$ cat src/rtl/uart_pkg.sv
// Shared UART definitions: FSM state encoding, default bit timing, frame width.
// Pure constants and types; no latency, no backpressure.
package uart_pkg;

  typedef enum logic [1:0] {
    IDLE  = 2'b00,
    START = 2'b01,
    DATA  = 2'b10,
    STOP  = 2'b11
  } uart_state_e;

  localparam int CLKS_PER_BIT_DEF = 16;
  localparam int DATA_BITS        = 8;

endpackage

$ cat src/rtl/uart_rx_if.sv
// Parallel side of the receiver: byte, valid/error pulses, busy flag.
// Pulses are single-cycle with no backpressure; the consumer samples them as they come.
interface uart_rx_if;
  import uart_pkg::*;

  logic [DATA_BITS-1:0] data_out;
  logic                 data_valid;
  logic                 frame_err;
  logic                 busy;

  modport master (output data_out, data_valid, frame_err, busy);
  modport slave  (input  data_out, data_valid, frame_err, busy);

endinterface

$ cat src/rtl/uart_sync.sv
// Two-flop synchronizer for asynchronous inputs, reset to all-ones (idle line level).
// Latency 2 clk cycles; no backpressure.
module uart_sync #(
  parameter int WIDTH = 1
) (
  input  logic             clk,
  input  logic             rst_n,
  input  logic [WIDTH-1:0] d_i,
  output logic [WIDTH-1:0] q_o
);

  logic [WIDTH-1:0] meta_q;
  logic [WIDTH-1:0] sync_q;

  always_ff @(posedge clk or negedge rst_n) begin
    if (!rst_n) begin
      meta_q <= '1;
      sync_q <= '1;
    end else begin
      meta_q <= d_i;
      sync_q <= meta_q;
    end
  end

  assign q_o = sync_q;

endmodule

$ cat src/rtl/uart_rx.sv
// 8N1 UART receiver: pulse CLKS_PER_BIT/2+9*CLKS_PER_BIT cycles after the detected start edge.
// No backpressure: data_valid/frame_err are one-cycle pulses, data_out holds until the next good frame.
module uart_rx
  import uart_pkg::*;
#(
  parameter int CLKS_PER_BIT = CLKS_PER_BIT_DEF
) (
  input  logic      clk,
  input  logic      rst_n,
  input  logic      rx_in,
  uart_rx_if.master rx_if
);

  localparam int CW = $clog2(CLKS_PER_BIT);
  localparam logic [CW-1:0] HALF_M1 = CW'(CLKS_PER_BIT / 2 - 1);
  localparam logic [CW-1:0] FULL_M1 = CW'(CLKS_PER_BIT - 1);

  uart_state_e          state_q;
  logic [CW-1:0]        cnt_q;
  logic [2:0]           bit_idx_q;
  logic [DATA_BITS-1:0] shift_q;
  logic [DATA_BITS-1:0] data_q;
  logic                 dv_q;
  logic                 fe_q;
  logic                 rx_prev_q;
  logic                 rx_s;

  uart_sync #(.WIDTH(1)) u_sync (
    .clk   (clk),
    .rst_n (rst_n),
    .d_i   (rx_in),
    .q_o   (rx_s)
  );

  always_ff @(posedge clk or negedge rst_n) begin
    if (!rst_n) begin
      state_q   <= IDLE;
      cnt_q     <= '0;
      bit_idx_q <= '0;
      shift_q   <= '0;
      data_q    <= '0;
      dv_q      <= 1'b0;
      fe_q      <= 1'b0;
      rx_prev_q <= 1'b1;
    end else begin
      rx_prev_q <= rx_s;
      dv_q      <= 1'b0;
      fe_q      <= 1'b0;
      unique case (state_q)
        IDLE: begin
          cnt_q <= '0;
          // Edge-triggered so a line held low (break) never retriggers.
          if (rx_prev_q && !rx_s) state_q <= START;
        end
        START: begin
          if (cnt_q == HALF_M1) begin
            cnt_q <= '0;
            if (!rx_s) begin
              bit_idx_q <= '0;
              state_q   <= DATA;
            end else begin
              state_q <= IDLE;
            end
          end else begin
            cnt_q <= cnt_q + 1'b1;
          end
        end
        DATA: begin
          if (cnt_q == FULL_M1) begin
            cnt_q            <= '0;
            shift_q[bit_idx_q] <= rx_s;
            if (bit_idx_q == 3'd7) begin
              state_q <= STOP;
            end else begin
              bit_idx_q <= bit_idx_q + 1'b1;
            end
          end else begin
            cnt_q <= cnt_q + 1'b1;
          end
        end
        STOP: begin
          if (cnt_q == FULL_M1) begin
            cnt_q   <= '0;
            state_q <= IDLE;
            if (rx_s) begin
              data_q <= shift_q;
              dv_q   <= 1'b1;
            end else begin
              fe_q <= 1'b1;
            end
          end else begin
            cnt_q <= cnt_q + 1'b1;
          end
        end
        default: state_q <= IDLE;
      endcase
    end
  end

  assign rx_if.data_out   = data_q;
  assign rx_if.data_valid = dv_q;
  assign rx_if.frame_err  = fe_q;
  assign rx_if.busy       = (state_q != IDLE);

endmodule
$ cat src/flat_wrapper.sv
// flat-port wrapper written by rule: the top's interface ports become plain ports
module uart_rx_flat import uart_pkg::*;
#(
  parameter int CLKS_PER_BIT = CLKS_PER_BIT_DEF
)
  (clk, rst_n, rx_in, rx_if_data_out, rx_if_data_valid, rx_if_frame_err, rx_if_busy);
  uart_rx_if rx_if_i ();
  input  logic clk;
  input  logic rst_n;
  input  logic rx_in;
  output wire logic [$bits(rx_if_i.data_out)-1:0] rx_if_data_out;
  output wire logic [$bits(rx_if_i.data_valid)-1:0] rx_if_data_valid;
  output wire logic [$bits(rx_if_i.frame_err)-1:0] rx_if_frame_err;
  output wire logic [$bits(rx_if_i.busy)-1:0] rx_if_busy;
  assign rx_if_data_out = rx_if_i.data_out;
  assign rx_if_data_valid = rx_if_i.data_valid;
  assign rx_if_frame_err = rx_if_i.frame_err;
  assign rx_if_busy = rx_if_i.busy;
  uart_rx #(.CLKS_PER_BIT(CLKS_PER_BIT)) u_core (.clk(clk), .rst_n(rst_n), .rx_in(rx_in), .rx_if(rx_if_i));
endmodule
$ cat config.mk
export PLATFORM = sky130hd
export DESIGN_NAME = uart_rx_flat
export DESIGN_NICKNAME = d
export VERILOG_FILES = /design/src/rtl/uart_pkg.sv /design/src/rtl/uart_rx_if.sv /design/src/rtl/uart_sync.sv /design/src/rtl/uart_rx.sv /design/src/flat_wrapper.sv
export SDC_FILE = /design/constraint.sdc
export NUM_CORES = 1
export LEC_CHECK = 0
export BUFFER_PORTS_ARGS = -buffer_cell sky130_fd_sc_hd__buf_2
export CAP_MARGIN = 20
export CORE_ASPECT_RATIO = 0.5
export CORE_MARGIN = 10
export CORE_UTILIZATION = 45
export DETAILED_ROUTE_END_ITERATION = 7
export PLACE_DENSITY = 0.66
export SLEW_MARGIN = 5
export SYNTH_ARGS = -nofsm -noshare
export SYNTH_HDL_FRONTEND = slang
export SYNTH_SLANG_ARGS = --single-unit
$ cat constraint.sdc
create_clock -name clk -period 1.75 [get_ports clk]
set_clock_uncertainty 0.05 [all_clocks]
set_input_delay 0.175 -clock clk [delete_from_list [all_inputs] [get_ports clk]]
set_output_delay 0.175 -clock clk [all_outputs]
set_load 0.02 [all_outputs]
**After elaboration in Yosys (flattened, before gate mapping)**

Cells that the tools add are included.

- Register bits: 30
- Bits of input ports: 3
- Logic and storage cells: 62

- Add/sub/neg operators: 2
- $lt $le $gt $ge: 2
- Equal/unequal tests: 13
- Mux-type cells: 24
- Reductions and logical operators: 11

Operator list:

| kind | count |
|---|---|
| $mux 2 | 6 |
| $mux 3 | 4 |
| $pmux 4 s3 | 1 |
| $ne 2x1->1 const B | 5 |
| $reduce_and 5->1 | 2 |
| $bwmux 8 | 1 |
| $mux 4 | 2 |
| $pmux 2 s4 | 1 |
| $mux 1 | 7 |
| $pmux 3 s2 | 1 |
| $add 4x1->4 const B | 1 |
| $eq 2x2->1 const B | 2 |
| $eq 4x3->1 const B | 1 |
| $eq 4x4->1 const B | 1 |
| $lt 3x4->1 const B | 1 |
| $ne 2x2->1 const B | 2 |
| $reduce_bool 2->1 | 2 |
| $add 3x1->3 const B | 1 |
| $demux 1 s3 | 1 |
| $eq 3x3->1 const B | 1 |
| $ge 3x1->1 const B | 1 |
| $reduce_and 3->1 | 1 |
| $eq 2x1->1 const B | 1 |
| $logic_and 1x1->1 | 2 |
| other kinds (4) | 4 |

**Longest topological paths before layout**

- Word-level depth: 5
- Gate-level depth with buffers: 5
- Mapped depth without buffers: 5

**Hierarchy**

Synthesis repeated with hierarchy kept, for this count alone.

- Cell total of the unflattened synthesis: 102
- Area total of the unflattened synthesis: 1413.9 um2

Modules (own cells, without submodules):

| module | instances | cells each | area each (um2) | sequential area each (um2) |
|---|---|---|---|---|
| uart_rx | 1 | 100 | 1361.3 | 701.9 |
| uart_sync | 1 | 2 | 52.6 | 52.6 |

**Least setup slack after synthesis**

OpenSTA, ideal clock, no wires.

- Path type: flip-flop to flip-flop
- Start point: reg u_core.bit_idx_q[1]
- End point: reg u_core.bit_idx_q[0]
- Setup time: 0.125 ns
- Arrival: 1.471 ns
- Data required time: 1.575 ns
- Slack: 0.104 ns
- Stages on the path, launching flop included: 6
- Buffers on the path: 0
- Path through: dfrtp_1 ha_1 ha_1 nor4_2 nor2_1 mux2_2

- Longest elaborated chain between the ends: 3

Ends and longest elaborated chain:

| item | RTL line | source |
|---|---|---|
| start, declared | uart_rx.sv:20 | `logic [2:0] bit_idx_q;` |
| start signal, assigned | uart_rx.sv:75 | `bit_idx_q <= bit_idx_q + 1'b1;` |
| $eq 3x3->1 | uart_rx.sv:72 | `if (bit_idx_q == 3'd7) begin` |
| $ne 2x2->1 (no line) | -- |  |
| $reduce_and 5->1 (no line) | -- |  |

No other way between the ends.
A chain may end at the register's enable or synchronous reset.

**Worst setup path after layout**

- Start point: reg u_core.cnt_q[0]
- End point: reg u_core.state_q[0]

- Longest elaborated chain between the ends: 3

Ends and longest elaborated chain:

| item | RTL line | source |
|---|---|---|
| start, declared | uart_rx.sv:19 | `logic [CW-1:0] cnt_q;` |
| start signal, assigned | uart_rx.sv:65 | `cnt_q <= cnt_q + 1'b1;` |
| start signal, assigned | uart_rx.sv:78 | `cnt_q <= cnt_q + 1'b1;` |
| start signal, assigned | uart_rx.sv:92 | `cnt_q <= cnt_q + 1'b1;` |
| $eq 4x4->1 or $eq 4x3->1 (tied branches) | uart_rx.sv:69, uart_rx.sv:82, uart_rx.sv:56 |  |
| $ne 2x1->1 (no line) | -- |  |
| $reduce_and 5->1 (no line) (*) | -- |  |
| end signal, assigned | uart_rx.sv:73 | `state_q <= STOP;` |
| end signal, assigned | uart_rx.sv:84 | `state_q <= IDLE;` |
| end signal, assigned | uart_rx.sv:95 | `default: state_q <= IDLE;` |
| end, declared | uart_rx.sv:18 | `uart_state_e state_q;` |

Every way passes the cells marked *; elsewhere a longest branch is shown, timed or not.

==> run metrics <==
overall routing resource usage=0.08613; compound-gate portion of the synthesized area=0.05738; power density cells=1150 nW/µm²; vias in the first global route=840; post-route setup TNS=0 ns; Routability Congestion=0.7839; worst-path cell chain=ha_1, buf_4, nand2_1, nor2_1, a22o_1, a221o_1; f_max=608.1 MHz; ANT cells=0; simple-gate share of the synthesized area=0.1646; Period Utilization, post-route=0.9397; Synth Flop Type=dfrtp_1; Resized Gates After CTS=0; register bit total from synthesis=30; WL/cell=13.37 µm; row count=13; first-pass GRT wire length=4002 µm; Max Cap Viol=0; FF/Latch Area=754.5 µm²; I/O Pins=14; met3 wire len=123 µm; most frequent cells in the layout=dfrtp_1 (27), buf_2 (13), mux2_1 (10); Vias=860; M1 wire length=1218 µm; Post-Synth Adder-Cell Area=0.02822; largest family of logic cells by synthesized area=simple AND/OR/NAND/NOR gates; slowest CP cell=dfrtp_1; yosys synthesis warning count=0; Final setup viols=0; die area=5662 µm²; core box area=2700 µm²; CP Capture Type=flop; # H-tree levels=2; actual slew at the worst max-slew pin=0.6478 ns; DP HPWL=1667 µm; largest net degree at the start of global routing=31; Worst Hold Class=reg2reg; Final Non-Filler Cells=170; Mapped Avg Cell Area=12.43 µm²; clk_lat worst skew=0.28 ns; Rel. slew slack=0.5681; register area share after synthesis=0.5673; clock tree buffer depth=2; Leak Pwr=0.0007818 µW; hold_buf cts=2; initial antenna violation count=0; Pre-antenna DRT Iters=4; final WL=2273 µm; maximum VDD drop=732.9 µV; die width=96.89 µm; Crit path largest cell delay=0.39 ns; Final Hold Vio Count=0; port buffer count=13; DR WL met2=899 µm; CTS tree=yes; cell count after placement=160; Synth cell types=32; Starting DRT DRC Count=19; CTS buffer count=5; FFs w/ async S/R, synth=1.000; Final Critical Period=1.644 ns; Critical Path Fanout Max=4; residual DRC count=0; XOR/XNOR Fraction of Synth Area=0.01317; startpoint types=flop; commonest non-fill, non-tap cell in the layout=dfrtp_1; synthesized area=1330 µm²; mux share of post-synthesis cell area=0.1439; initial core utilization=0.4926; Synth-to-Final Area Change=19.57%; Die Ht=58.44 µm; status=completed; Fillers=252; vias per inst=5.059; Worst Path Required=1.86 ns; antenna-violating nets left=0; Syn Nets=113; crit path DAT=1.75 ns; Nets=138; gr ovfl total=0; clock sink total=30; Post-synth EDFFs=0; Max Used Layer=met4; Final Max Slew Viols=0; area occupied by multi-input gates=541.8 µm²; RSZ-0062 raised after global routing=no; layout cells sized above 1=0.3459; Syn Inst Count=107; postcts setup bufs=0; critical path class=reg2reg; Clock transition at path regs=0.06 ns; clk root buf=clkbuf_8
-- worst max-delay path, delay by kind of cell (launching register included) --
kind	cells	cell delay, ns
AOI/OAI and AO/OA	2	0.50
adders and majority gates	1	0.24
buffers and inverters	1	0.15
DFF	1	0.39
and+or+nand+nor	2	0.19
-- flip-flops by register name, indices dropped and copies added, names as in the netlist, named ones only --
signal and count:
u_core.bit_idx_q 3, u_core.rx_if.data_valid 1, u_core.u_sync.meta_q 1, u_core.rx_if.frame_err 1, u_core.u_sync.q_o 1, u_core.state_q 1, u_core.rx_prev_q 1, u_core.cnt_q 4
u_core.shift_q 8, u_core.rx_if.data_out 8
-- where the power goes --
group          switching [µW]  internal [µW]
sequential                108            771
clock                     249            315
combinational             211            176
total                     568           1260
-- routing by layer --
metal,global-route usage,vias to the layer above
met1,0.1065,410
met5,0,-
met3,0.03609,4
met4,0.04384,0
li1,-,430
met2,0.1269,16
-- path summary, 6_finish.rpt --
path | start | endpoint | slack, ns | cells after the start
max | u_core.cnt_q[0] | u_core.state_q[0] | 0.11 | 6
min | u_core.u_sync.meta_q | u_core.u_sync.q_o | 0.31 | 0
max reg2reg | u_core.cnt_q[0] | u_core.state_q[0] | 0.11 | 6
min reg2reg | u_core.u_sync.meta_q | u_core.u_sync.q_o | 0.31 | 0
max in group asynchronous | rst_n | u_core.shift_q[6] | 0.83 | 2
min in group asynchronous | rst_n | u_core.cnt_q[2] | 0.40 | 2
-- logic make-up after synthesis --
kind of cell / Yosys count
flip-flops: 30
AO/OA/AOI/OAI: 11
adder cells (fa/ha/maj): 3
XOR/XNOR: 2
buffers and inverters: 7
AND/OR/NAND/NOR: 37
multiplexers: 17
-- cells in the mapped netlist (2+ instances only) --
library cell,count,area [µm²]
a22o_1,2,17.52
buf_2,3,15.01
dfrtp_1,27,675.7
dfstp_2,3,78.83
ha_1,3,37.54
inv_1,2,7.510
mux2_1,10,112.6
mux2_2,7,78.83
nand2_1,8,30.03
nand3_1,5,25.02
nand4_1,2,12.51
nor2_1,9,33.78
nor3_1,3,15.01
nor3b_2,2,25.02
nor4_2,2,25.02
o21ai_0,3,15.01
-- stage by stage --
step	power, µW	setup WS (ns)	hold WS [ns]	cell area [µm²]	utilization
floorplan	1171	0.1040	-0.1706	1330	-
global placement	1273	0.09975	0.1835	1475	0.5463
detailed placement	1273	0.1135	0.1938	1475	0.5463
CTS	1857	0.09190	0.3073	1590	0.5890
global route	1950	0.0005497	0.3136	1590	0.5890
finish	1830	0.1056	0.3062	1590	0.5890
-- area by class of cell --
type	instances	area share
Sequential cell	30	0.4744
Inverter	2	0.004721
Clock buffer	6	0.05193
Tap cell	37	0.02911
Clock inverter	2	0.007868
Multi-Input combinational cell	70	0.3407
Timing Repair Buffer	23	0.09127
No activity file was read; power rests on OpenSTA's default activity.
